<file path="src/rtl/seg595_pkg.sv">
// seg595_pkg: shared constants and helpers for the 74HC595 7-segment scan driver.
//   - SEG_* : active-low segment codes, bit7 = dp, bits6..0 = g..a
//   - shift_state_t : shift/latch sequencer state encoding
//   - frame_bits() : number of bits shifted per scan slot (segment byte + selects)
//   - seg_code() : BCD digit to active-low segment code
package seg595_pkg;

  localparam logic [7:0] SEG_0     = 8'hC0;
  localparam logic [7:0] SEG_1     = 8'hF9;
  localparam logic [7:0] SEG_2     = 8'hA4;
  localparam logic [7:0] SEG_3     = 8'hB0;
  localparam logic [7:0] SEG_4     = 8'h99;
  localparam logic [7:0] SEG_5     = 8'h92;
  localparam logic [7:0] SEG_6     = 8'h82;
  localparam logic [7:0] SEG_7     = 8'hF8;
  localparam logic [7:0] SEG_8     = 8'h80;
  localparam logic [7:0] SEG_9     = 8'h90;
  localparam logic [7:0] SEG_BLANK = 8'hFF;
  localparam logic [7:0] SEG_MINUS = 8'hBF;

  typedef enum logic [1:0] {
    ST_IDLE  = 2'd0,
    ST_SHIFT = 2'd1,
    ST_LATCH = 2'd2
  } shift_state_t;

  function automatic int frame_bits(input int digits);
    return 8 + digits;
  endfunction

  function automatic logic [7:0] seg_code(input logic [3:0] d);
    case (d)
      4'd0:    return SEG_0;
      4'd1:    return SEG_1;
      4'd2:    return SEG_2;
      4'd3:    return SEG_3;
      4'd4:    return SEG_4;
      4'd5:    return SEG_5;
      4'd6:    return SEG_6;
      4'd7:    return SEG_7;
      4'd8:    return SEG_8;
      4'd9:    return SEG_9;
      default: return SEG_BLANK;
    endcase
  endfunction

endpackage

</file>
<file path="src/rtl/bin2bcd_seq.sv">
// bin2bcd_seq: sequential double-dabble binary to BCD converter.
//   clk, rst : clock, asynchronous active-high reset (aborts a conversion)
//   start    : accepted only while busy=0; captures bin
//   bin      : unsigned binary input
//   busy     : high from the cycle after start until the finish cycle ends
//   done     : high during the finish cycle (after DATA_W shift cycles)
//   bcd      : NDIG packed BCD digits, digit 0 in bits 3:0, valid while done=1
//   lost     : a BCD carry fell off the top digit (value exceeds NDIG digits)
module bin2bcd_seq #(
  parameter int DATA_W = 20,
  parameter int NDIG   = 7
) (
  input  logic              clk,
  input  logic              rst,
  input  logic              start,
  input  logic [DATA_W-1:0] bin,
  output logic              busy,
  output logic              done,
  output logic [4*NDIG-1:0] bcd,
  output logic              lost
);

  localparam int CNT_W = $clog2(DATA_W + 1);

  logic              busy_q;
  logic [CNT_W-1:0]  cnt_q;
  logic [DATA_W-1:0] sh_q;
  logic [4*NDIG-1:0] bcd_q;
  logic [4*NDIG-1:0] bcd_adj;
  logic              lost_q;
  logic              shift_en;

  assign done     = busy_q && (cnt_q == CNT_W'(DATA_W));
  assign shift_en = busy_q && (cnt_q != CNT_W'(DATA_W));

  // Add 3 to every digit >= 5 before the shift so it carries correctly.
  always_comb begin
    bcd_adj = bcd_q;
    for (int i = 0; i < NDIG; i++) begin
      if (bcd_q[4*i +: 4] >= 4'd5) bcd_adj[4*i +: 4] = bcd_q[4*i +: 4] + 4'd3;
    end
  end

  always_ff @(posedge clk or posedge rst) begin
    if (rst) begin
      busy_q <= 1'b0;
      cnt_q  <= '0;
    end else if (!busy_q) begin
      if (start) begin
        busy_q <= 1'b1;
        cnt_q  <= '0;
      end
    end else if (done) begin
      busy_q <= 1'b0;
    end else begin
      cnt_q <= cnt_q + 1'b1;
    end
  end

  always_ff @(posedge clk) begin
    if (!busy_q && start) begin
      sh_q   <= bin;
      bcd_q  <= '0;
      lost_q <= 1'b0;
    end else if (shift_en) begin
      bcd_q  <= {bcd_adj[4*NDIG-2:0], sh_q[DATA_W-1]};
      sh_q   <= sh_q << 1;
      lost_q <= lost_q | bcd_adj[4*NDIG-1];
    end
  end

  assign busy = busy_q;
  assign bcd  = bcd_q;
  assign lost = lost_q;

endmodule

</file>
<file path="src/rtl/seg595_scan_n.sv">
// seg595_scan_n: multi-digit 7-segment scan driver for a daisy-chained
// 74HC595 segment/select register pair.
//   sys_clk, sys_rst : clock, asynchronous active-high reset
//   data_vld, data   : load strobe and unsigned value (ignored while busy)
//   point, sign      : per-digit decimal points, minus sign (captured with data)
//   seg_en, bright   : display enable and 4-bit PWM brightness
//   busy, ovf        : conversion running, value does not fit the display
//   shcp, stcp, ds   : 595 shift clock, latch clock, serial data
//   oe               : 595 output enable, active low (PWM brightness)
// Each scan slot shifts {seg[7:0], sel[DIGITS-1:0]} MSB first, then latches.
module seg595_scan_n
  import seg595_pkg::*;
#(
  parameter int DIGITS         = 6,
  parameter int DATA_W         = 20,
  parameter int SCAN_DIV       = 50000,
  parameter int SHCP_HALF      = 2,
  parameter int SEG_ACTIVE_LOW = 1,
  parameter int SEL_ACTIVE_LOW = 0
) (
  input  logic              sys_clk,
  input  logic              sys_rst,
  input  logic              data_vld,
  input  logic [DATA_W-1:0] data,
  input  logic [DIGITS-1:0] point,
  input  logic              sign,
  input  logic              seg_en,
  input  logic [3:0]        bright,
  output logic              busy,
  output logic              ovf,
  output logic              shcp,
  output logic              stcp,
  output logic              ds,
  output logic              oe
);

  localparam int FB     = frame_bits(DIGITS);
  localparam int NDIG   = DIGITS + 1;
  localparam int SLOT_W = (SCAN_DIV > 1) ? $clog2(SCAN_DIV) : 1;
  localparam int IDX_W  = $clog2(DIGITS);
  localparam int HALF_W = (SHCP_HALF > 1) ? $clog2(SHCP_HALF) : 1;
  localparam int BIT_W  = $clog2(FB);

  // ---------------------------------------------------------------------------
  // Load capture and BCD conversion
  // ---------------------------------------------------------------------------
  logic              conv_start;
  logic              conv_busy;
  logic              conv_done;
  logic              conv_lost;
  logic [4*NDIG-1:0] conv_bcd;
  logic [DIGITS-1:0] pt_q;
  logic              sign_q;

  assign conv_start = data_vld && !conv_busy;

  always_ff @(posedge sys_clk) begin
    if (conv_start) begin
      pt_q   <= point;
      sign_q <= sign;
    end
  end

  bin2bcd_seq #(
    .DATA_W (DATA_W),
    .NDIG   (NDIG)
  ) u_bin2bcd (
    .clk   (sys_clk),
    .rst   (sys_rst),
    .start (conv_start),
    .bin   (data),
    .busy  (conv_busy),
    .done  (conv_done),
    .bcd   (conv_bcd),
    .lost  (conv_lost)
  );

  // ---------------------------------------------------------------------------
  // Digit encoder: blanking, sign, points, overflow (active-low codes)
  // ---------------------------------------------------------------------------
  logic [DIGITS-1:0][7:0] enc_seg;
  logic                   enc_ovf;
  int                     top_idx;

  always_comb begin
    enc_seg = {DIGITS{SEG_BLANK}};
    enc_ovf = 1'b0;
    top_idx = 0;
    // Highest digit that must be shown: a non-zero digit or a lit point.
    for (int i = 0; i < DIGITS; i++) begin
      if ((conv_bcd[4*i +: 4] != 4'd0) || pt_q[i]) top_idx = i;
    end
    // No room for the minus when the span already fills the display.
    enc_ovf = conv_lost || (conv_bcd[4*DIGITS +: 4] != 4'd0) ||
              (sign_q && (top_idx == DIGITS - 1));
    for (int i = 0; i < DIGITS; i++) begin
      if (enc_ovf) begin
        enc_seg[i] = SEG_MINUS;
      end else if (i <= top_idx) begin
        enc_seg[i] = seg_code(conv_bcd[4*i +: 4]);
        if (pt_q[i]) enc_seg[i][7] = 1'b0;
      end else if (sign_q && (i == top_idx + 1)) begin
        enc_seg[i] = SEG_MINUS;
      end
    end
  end

  logic [DIGITS-1:0][7:0] disp_q;
  logic                   ovf_q;

  always_ff @(posedge sys_clk or posedge sys_rst) begin
    if (sys_rst) begin
      disp_q <= {DIGITS{SEG_BLANK}};
      ovf_q  <= 1'b0;
    end else if (conv_done) begin
      disp_q <= enc_seg;
      ovf_q  <= enc_ovf;
    end
  end

  // ---------------------------------------------------------------------------
  // Scan slot counter and digit index
  // ---------------------------------------------------------------------------
  logic [SLOT_W-1:0] slot_cnt;
  logic [IDX_W-1:0]  scan_idx;
  logic              slot_start;

  assign slot_start = (slot_cnt == '0);

  always_ff @(posedge sys_clk or posedge sys_rst) begin
    if (sys_rst) begin
      slot_cnt <= '0;
      scan_idx <= '0;
    end else if (slot_cnt == SLOT_W'(SCAN_DIV - 1)) begin
      slot_cnt <= '0;
      scan_idx <= (scan_idx == IDX_W'(DIGITS - 1)) ? '0 : scan_idx + 1'b1;
    end else begin
      slot_cnt <= slot_cnt + 1'b1;
    end
  end

  logic [7:0]        seg_cur;
  logic [DIGITS-1:0] sel_cur;
  logic [FB-1:0]     frame_word;

  always_comb begin
    seg_cur = disp_q[scan_idx];
    if (SEG_ACTIVE_LOW == 0) seg_cur = ~seg_cur;
    sel_cur = DIGITS'(1) << scan_idx;
    if (SEL_ACTIVE_LOW != 0) sel_cur = ~sel_cur;
    frame_word = {seg_cur, sel_cur};
  end

  // ---------------------------------------------------------------------------
  // Shift / latch sequencer
  // ---------------------------------------------------------------------------
  shift_state_t      state_q, state_nxt;
  logic [FB-1:0]     frame_q, frame_nxt;
  logic [BIT_W-1:0]  bit_q, bit_nxt;
  logic [HALF_W-1:0] half_q, half_nxt;
  logic              shcp_q, shcp_nxt;
  logic              stcp_q, stcp_nxt;
  logic              half_end;

  assign half_end = (half_q == HALF_W'(SHCP_HALF - 1));

  always_ff @(posedge sys_clk or posedge sys_rst) begin
    if (sys_rst) begin
      state_q <= ST_IDLE;
      frame_q <= '0;
      bit_q   <= '0;
      half_q  <= '0;
      shcp_q  <= 1'b0;
      stcp_q  <= 1'b0;
    end else begin
      state_q <= state_nxt;
      frame_q <= frame_nxt;
      bit_q   <= bit_nxt;
      half_q  <= half_nxt;
      shcp_q  <= shcp_nxt;
      stcp_q  <= stcp_nxt;
    end
  end

  // The frame is snapshotted at slot start, so a display update mid-frame
  // only shows up in the next slot. ds is the MSB of the shifting snapshot.
  always_comb begin
    state_nxt = state_q;
    frame_nxt = frame_q;
    bit_nxt   = bit_q;
    half_nxt  = half_q;
    shcp_nxt  = shcp_q;
    stcp_nxt  = stcp_q;
    case (state_q)
      ST_IDLE: begin
        shcp_nxt = 1'b0;
        stcp_nxt = 1'b0;
        if (slot_start) begin
          frame_nxt = frame_word;
          bit_nxt   = '0;
          half_nxt  = '0;
          state_nxt = ST_SHIFT;
        end
      end
      ST_SHIFT: begin
        if (!half_end) begin
          half_nxt = half_q + 1'b1;
        end else begin
          half_nxt = '0;
          if (!shcp_q) begin
            shcp_nxt = 1'b1;
          end else begin
            shcp_nxt = 1'b0;
            if (bit_q == BIT_W'(FB - 1)) begin
              stcp_nxt  = 1'b1;
              state_nxt = ST_LATCH;
            end else begin
              bit_nxt   = bit_q + 1'b1;
              frame_nxt = {frame_q[FB-2:0], 1'b0};
            end
          end
        end
      end
      ST_LATCH: begin
        shcp_nxt = 1'b0;
        if (!half_end) begin
          half_nxt = half_q + 1'b1;
        end else begin
          half_nxt  = '0;
          stcp_nxt  = 1'b0;
          state_nxt = ST_IDLE;
        end
      end
      default: begin
        state_nxt = ST_IDLE;
        shcp_nxt  = 1'b0;
        stcp_nxt  = 1'b0;
      end
    endcase
  end

  // ---------------------------------------------------------------------------
  // PWM brightness on oe
  // ---------------------------------------------------------------------------
  logic [3:0] pwm_cnt;
  logic       oe_q;

  always_ff @(posedge sys_clk or posedge sys_rst) begin
    if (sys_rst) begin
      pwm_cnt <= '0;
      oe_q    <= 1'b1;
    end else begin
      pwm_cnt <= pwm_cnt + 1'b1;
      oe_q    <= !(seg_en && (pwm_cnt <= bright));
    end
  end

  assign busy = conv_busy;
  assign ovf  = ovf_q;
  assign shcp = shcp_q;
  assign stcp = stcp_q;
  assign ds   = frame_q[FB-1];
  assign oe   = oe_q;

endmodule

</file>
<file path="config.mk">
export PLATFORM = sky130hd
export DESIGN_NAME = seg595_scan_n
export DESIGN_NICKNAME = d
export VERILOG_FILES = /design/src/rtl/seg595_pkg.sv /design/src/rtl/bin2bcd_seq.sv /design/src/rtl/seg595_scan_n.sv
export SDC_FILE = /design/constraint.sdc
export NUM_CORES = 1
export LEC_CHECK = 0
export ABC_AREA = 0
export ABC_CLOCK_PERIOD_IN_PS = 3000
export CORE_UTILIZATION = 53
export DETAILED_ROUTE_END_ITERATION = 16
export DONT_BUFFER_PORTS = 1
export GPL_TIMING_DRIVEN = 0
export PLACE_DENSITY_LB_ADDON = 0.1
export SYNTH_ARGS = -nofsm -noshare
export SYNTH_HDL_FRONTEND = slang
export SYNTH_SLANG_ARGS = --single-unit
</file>
<file path="constraint.sdc">
create_clock -name sys_clk -period 3 [get_ports sys_clk]
set_input_delay 0.6 -clock sys_clk [delete_from_list [all_inputs] [get_ports sys_clk]]
set_output_delay 0.6 -clock sys_clk [all_outputs]
set_load 0.01 [all_outputs]
</file>
==> impl_metrics.json <==
{
  "outcome": "completed",
  "area_growth_pct": 9.571,
  "synth_common_cells": "123 x nand2_1, 71 x dfxtp_1, 70 x a21oi_1, 67 x ha_1, 59 x nor2_1",
  "synth_top_area_cell": "dfxtp_1",
  "num_rows": 49,
  "p_int_w": 0.007517,
  "ioPinCount": 41,
  "fill_cells": 1588,
  "port_buffers": 0,
  "vdd_drop_max_v": 0.0005968,
  "finalInstanceArea_sq_um": 10890,
  "gp_congestion": 0.8090,
  "p_seq_share_pct": 34.7,
  "synth_cells": 969,
  "drive_gt1_share_pct": 15.82,
  "cts_hold_buffers": 0,
  "ys_types": 76,
  "crit_type": "reg2reg",
  "path_max_fanout": 20,
  "synth_seq_cells": 200,
  "end_kind": "flip-flop",
  "synth_area_sq_um": 9935,
  "die_area_sq_um": 19300,
  "fin_crit_ns": 2.782,
  "grt_max_degree": 41,
  "drv_slew": 0,
  "ant_nets": 0,
  "vias_per_cell": 5.526,
  "max-clock-path-buffers": 2,
  "antenna_found_initial": 0,
  "min_period_over_period_pct": 92.74,
  "vias": 6819,
  "hold_viol": 0,
  "rr_worst_depth": 7,
  "diodes": 0,
  "dr.pass1.iters": 12,
  "clock-sinks": 200,
  "drc_errors": 0,
  "synth_warnings": 0,
  "synth_nets": 1071,
  "clk_pin_slew_worst_paths_ns": 0.07,
  "coreArea_sq_um": 18150,
  "multi_input_area_sq_um": 4669,
  "final_util_pct": 59.98,
  "required_ns": 3.08,
  "postSynthAreaPerCell_sq_um": 10.25,
  "dp_cells": 1200,
  "hold_class": "in2async",
  "powerDensity_nw_per_um2": 1132,
  "post_drt_wl_per_cell_um": 16.44,
  "setup-tns-final_ns": 0,
  "synth_edf_count": 27,
  "combPwrFrac_pct": 46.2,
  "grt_pass1_wl_mm": 34.02,
  "grt_pass1_vias": 6665,
  "clkLatencyLatePin_ns": 0.43,
  "cts_buffers": 17,
  "reg2reg_from": "u_bin2bcd.busy$_DFF_PP0_",
  "cts_root_buf": "clkbuf_16",
  "drtIter0Drc": 344,
  "cap_violations": 0,
  "dp_hpwl_mm": 14.80,
  "skew_ns": 0.01068,
  "die_y_um": 138.9,
  "die_w_um": 138.9,
  "switchingPower_w": 0.004807,
  "timing.rr.end": "u_bin2bcd.sh_q[1]$_DFFE_PP_",
  "stdcell_count": 1234,
  "synth.area.top_cells": "dfxtp_1 14%, dfrtp_1 13%, dfstp_2 13%",
  "rrSetupSlack_ns": 0.22,
  "ys_seq_area_share_pct": 48.78,
  "seq_area_sq_um": 4846,
  "yosys_most_used_dff": "dfxtp_1",
  "layout.nets": 1094,
  "cp.arrival_ns": 2.86,
  "synthArstFlopShare_pct": 51.00,
  "p_clk_share_pct": 19.1,
  "relSlewSlack_pct": 39.74,
  "start_kind": "flip-flop",
  "placed_area_sq_um": 10260,
  "grt_usage_pct": 22.26,
  "setup_violations": 0,
  "rsz0062_at_grt": "no",
  "fmaxAchievable_mhz": 359.4,
  "yosysMostFrequentCell": "nand2_1",
  "cts_tree": "done",
  "start_util_pct": 54.74,
  "synth_top_area_share_pct": 14.31,
  "switching_share_pct": 39.00,
  "cts_max_level": 4,
  "leakage_nw": 4.760,
  "wl_mm": 20.29,
  "worstMarginPinSlew_ns": 0.9038,
  "grt-ovfl-total": 0
}
-- per-layer routing --
| layer | vias up | track usage (%) | wire [um] |
|---|---|---|---|
| li1 | 3440 | - | - |
| met1 | 3269 | 29.99 | 9799 |
| met2 | 95 | 36.15 | 9516 |
| met3 | 15 | 4.420 | 685 |
| met4 | 0 | 7.135 | 288 |
| met5 | - | 0 | 0 |
-- per-stage QoR --
| stage | hold slack, ns | power (W) | setup WS (ns) |
|---|---|---|---|
| floorplan | 0.3592 | 0.008627 | 0.6081 |
| global placement | 0.4237 | 0.009855 | -0.1476 |
| detailed placement | 0.4076 | 0.009956 | -0.1259 |
| CTS | 0.2209 | 0.01236 | 0.05042 |
| global route | 0.2297 | 0.01339 | 0.002490 |
| finish | 0.2194 | 0.01232 | 0.2178 |
-- power groups by stage --
| stage | Sequential [W] | Clock [W] | Combinational [W] |
|---|---|---|---|
| floorplan | 0.00414 | 0 | 0.00449 |
| global placement | 0.00431 | 0 | 0.00554 |
| detailed placement | 0.00433 | 0 | 0.00562 |
| CTS | 0.00428 | 0.00239 | 0.00568 |
| global route | 0.00437 | 0.00250 | 0.00653 |
| finish | 0.00428 | 0.00235 | 0.00570 |
-- how the worst max path moves through the flow --
stage | slack [ns] | cells past startpoint | endpoint | startpoint
after floorplan | 0.61 | 8 | u_bin2bcd.sh_q[0]$_SDFFCE_PN0P_ | u_bin2bcd.cnt_q[0]$_DFFE_PP0P_
final | 0.22 | 7 | u_bin2bcd.sh_q[1]$_DFFE_PP_ | u_bin2bcd.busy$_DFF_PP0_
after CTS | 0.05 | 14 | flip-flop | u_bin2bcd.cnt_q[0]$_DFFE_PP0P_
after detailed placement | -0.13 | 8 | u_bin2bcd.sh_q[1]$_DFFE_PP_ | u_bin2bcd.cnt_q[0]$_DFFE_PP0P_
after global placement | -0.15 | 8 | u_bin2bcd.sh_q[0]$_SDFFCE_PN0P_ | u_bin2bcd.cnt_q[0]$_DFFE_PP0P_
after global routing | 0.002 | 13 | flip-flop | u_bin2bcd.cnt_q[0]$_DFFE_PP0P_
-- kinds of logic (layout without fill, tap and decap cells) --
family	Yosys count	after routing	share of synthesized area, %
XOR/XNOR	27	27	2.380
buffers and inverters	101	137	4.282
flip-flops	200	200	48.78
multiplexers	59	59	7.179
AND/OR/NAND/NOR	293	293	14.36
AO/OA/AOI/OAI	222	222	14.58
adder cells (fa/ha/maj)	67	67	8.438
-- timing repair --
item	in CTS	in global routing
resized for setup	1	4
pin swaps	0	1
buffers inserted	0	2
endpoints found under the setup margin	20	28
-- cell type report --
class	count	area share (%)
sequential	200	44.52
multi-input combinational	668	42.90
clock buffer	21	4.138
tap	229	2.632
inverter	61	2.138
buffer	40	1.839
clock inverter	11	1.333
timing repair buffer	4	0.5057
-- layout by cell type, fill, tap and decap left out, types with 6 or more instances in the layout --
| master | synthesis | routed |
|---|---|---|
| clkbuf_16 | 0 | 17 |
| edfxtp_1 | 27 | 27 |
| buf_2 | 16 | 15 |
| mux2i_1 | 33 | 32 |
| nor2_1 | 59 | 59 |
| a21oi_1 | 70 | 70 |
| mux4_2 | 8 | 8 |
| ha_1 | 67 | 67 |
| dfxtp_1 | 71 | 71 |
| and3_1 | 8 | 8 |
| nor3_1 | 14 | 14 |
| mux2_2 | 18 | 18 |
| o211ai_1 | 6 | 6 |
| nor2b_1 | 9 | 9 |
| xor2_1 | 13 | 13 |
| buf_4 | 5 | 8 |
| nand2b_1 | 14 | 14 |
| dfstp_2 | 49 | 49 |
| nand3_1 | 22 | 22 |
| dfrtp_1 | 53 | 53 |
| o22a_1 | 38 | 38 |
| clkbuf_1 | 12 | 15 |
| inv_1 | 58 | 57 |
| o21ai_0 | 53 | 53 |
| xnor2_1 | 14 | 14 |
| nand2_1 | 123 | 122 |
| o21a_1 | 7 | 7 |
-- critical path, stage by stage, from the launching register on --
cell      delay [ns]
dfrtp_1         0.40
buf_2           0.24
nand2b_2        0.23
buf_2           0.27
buf_4           0.25
buf_2           0.27
buf_1           0.37
nand2_2         0.38
Power figures use the tool's default switching activity.
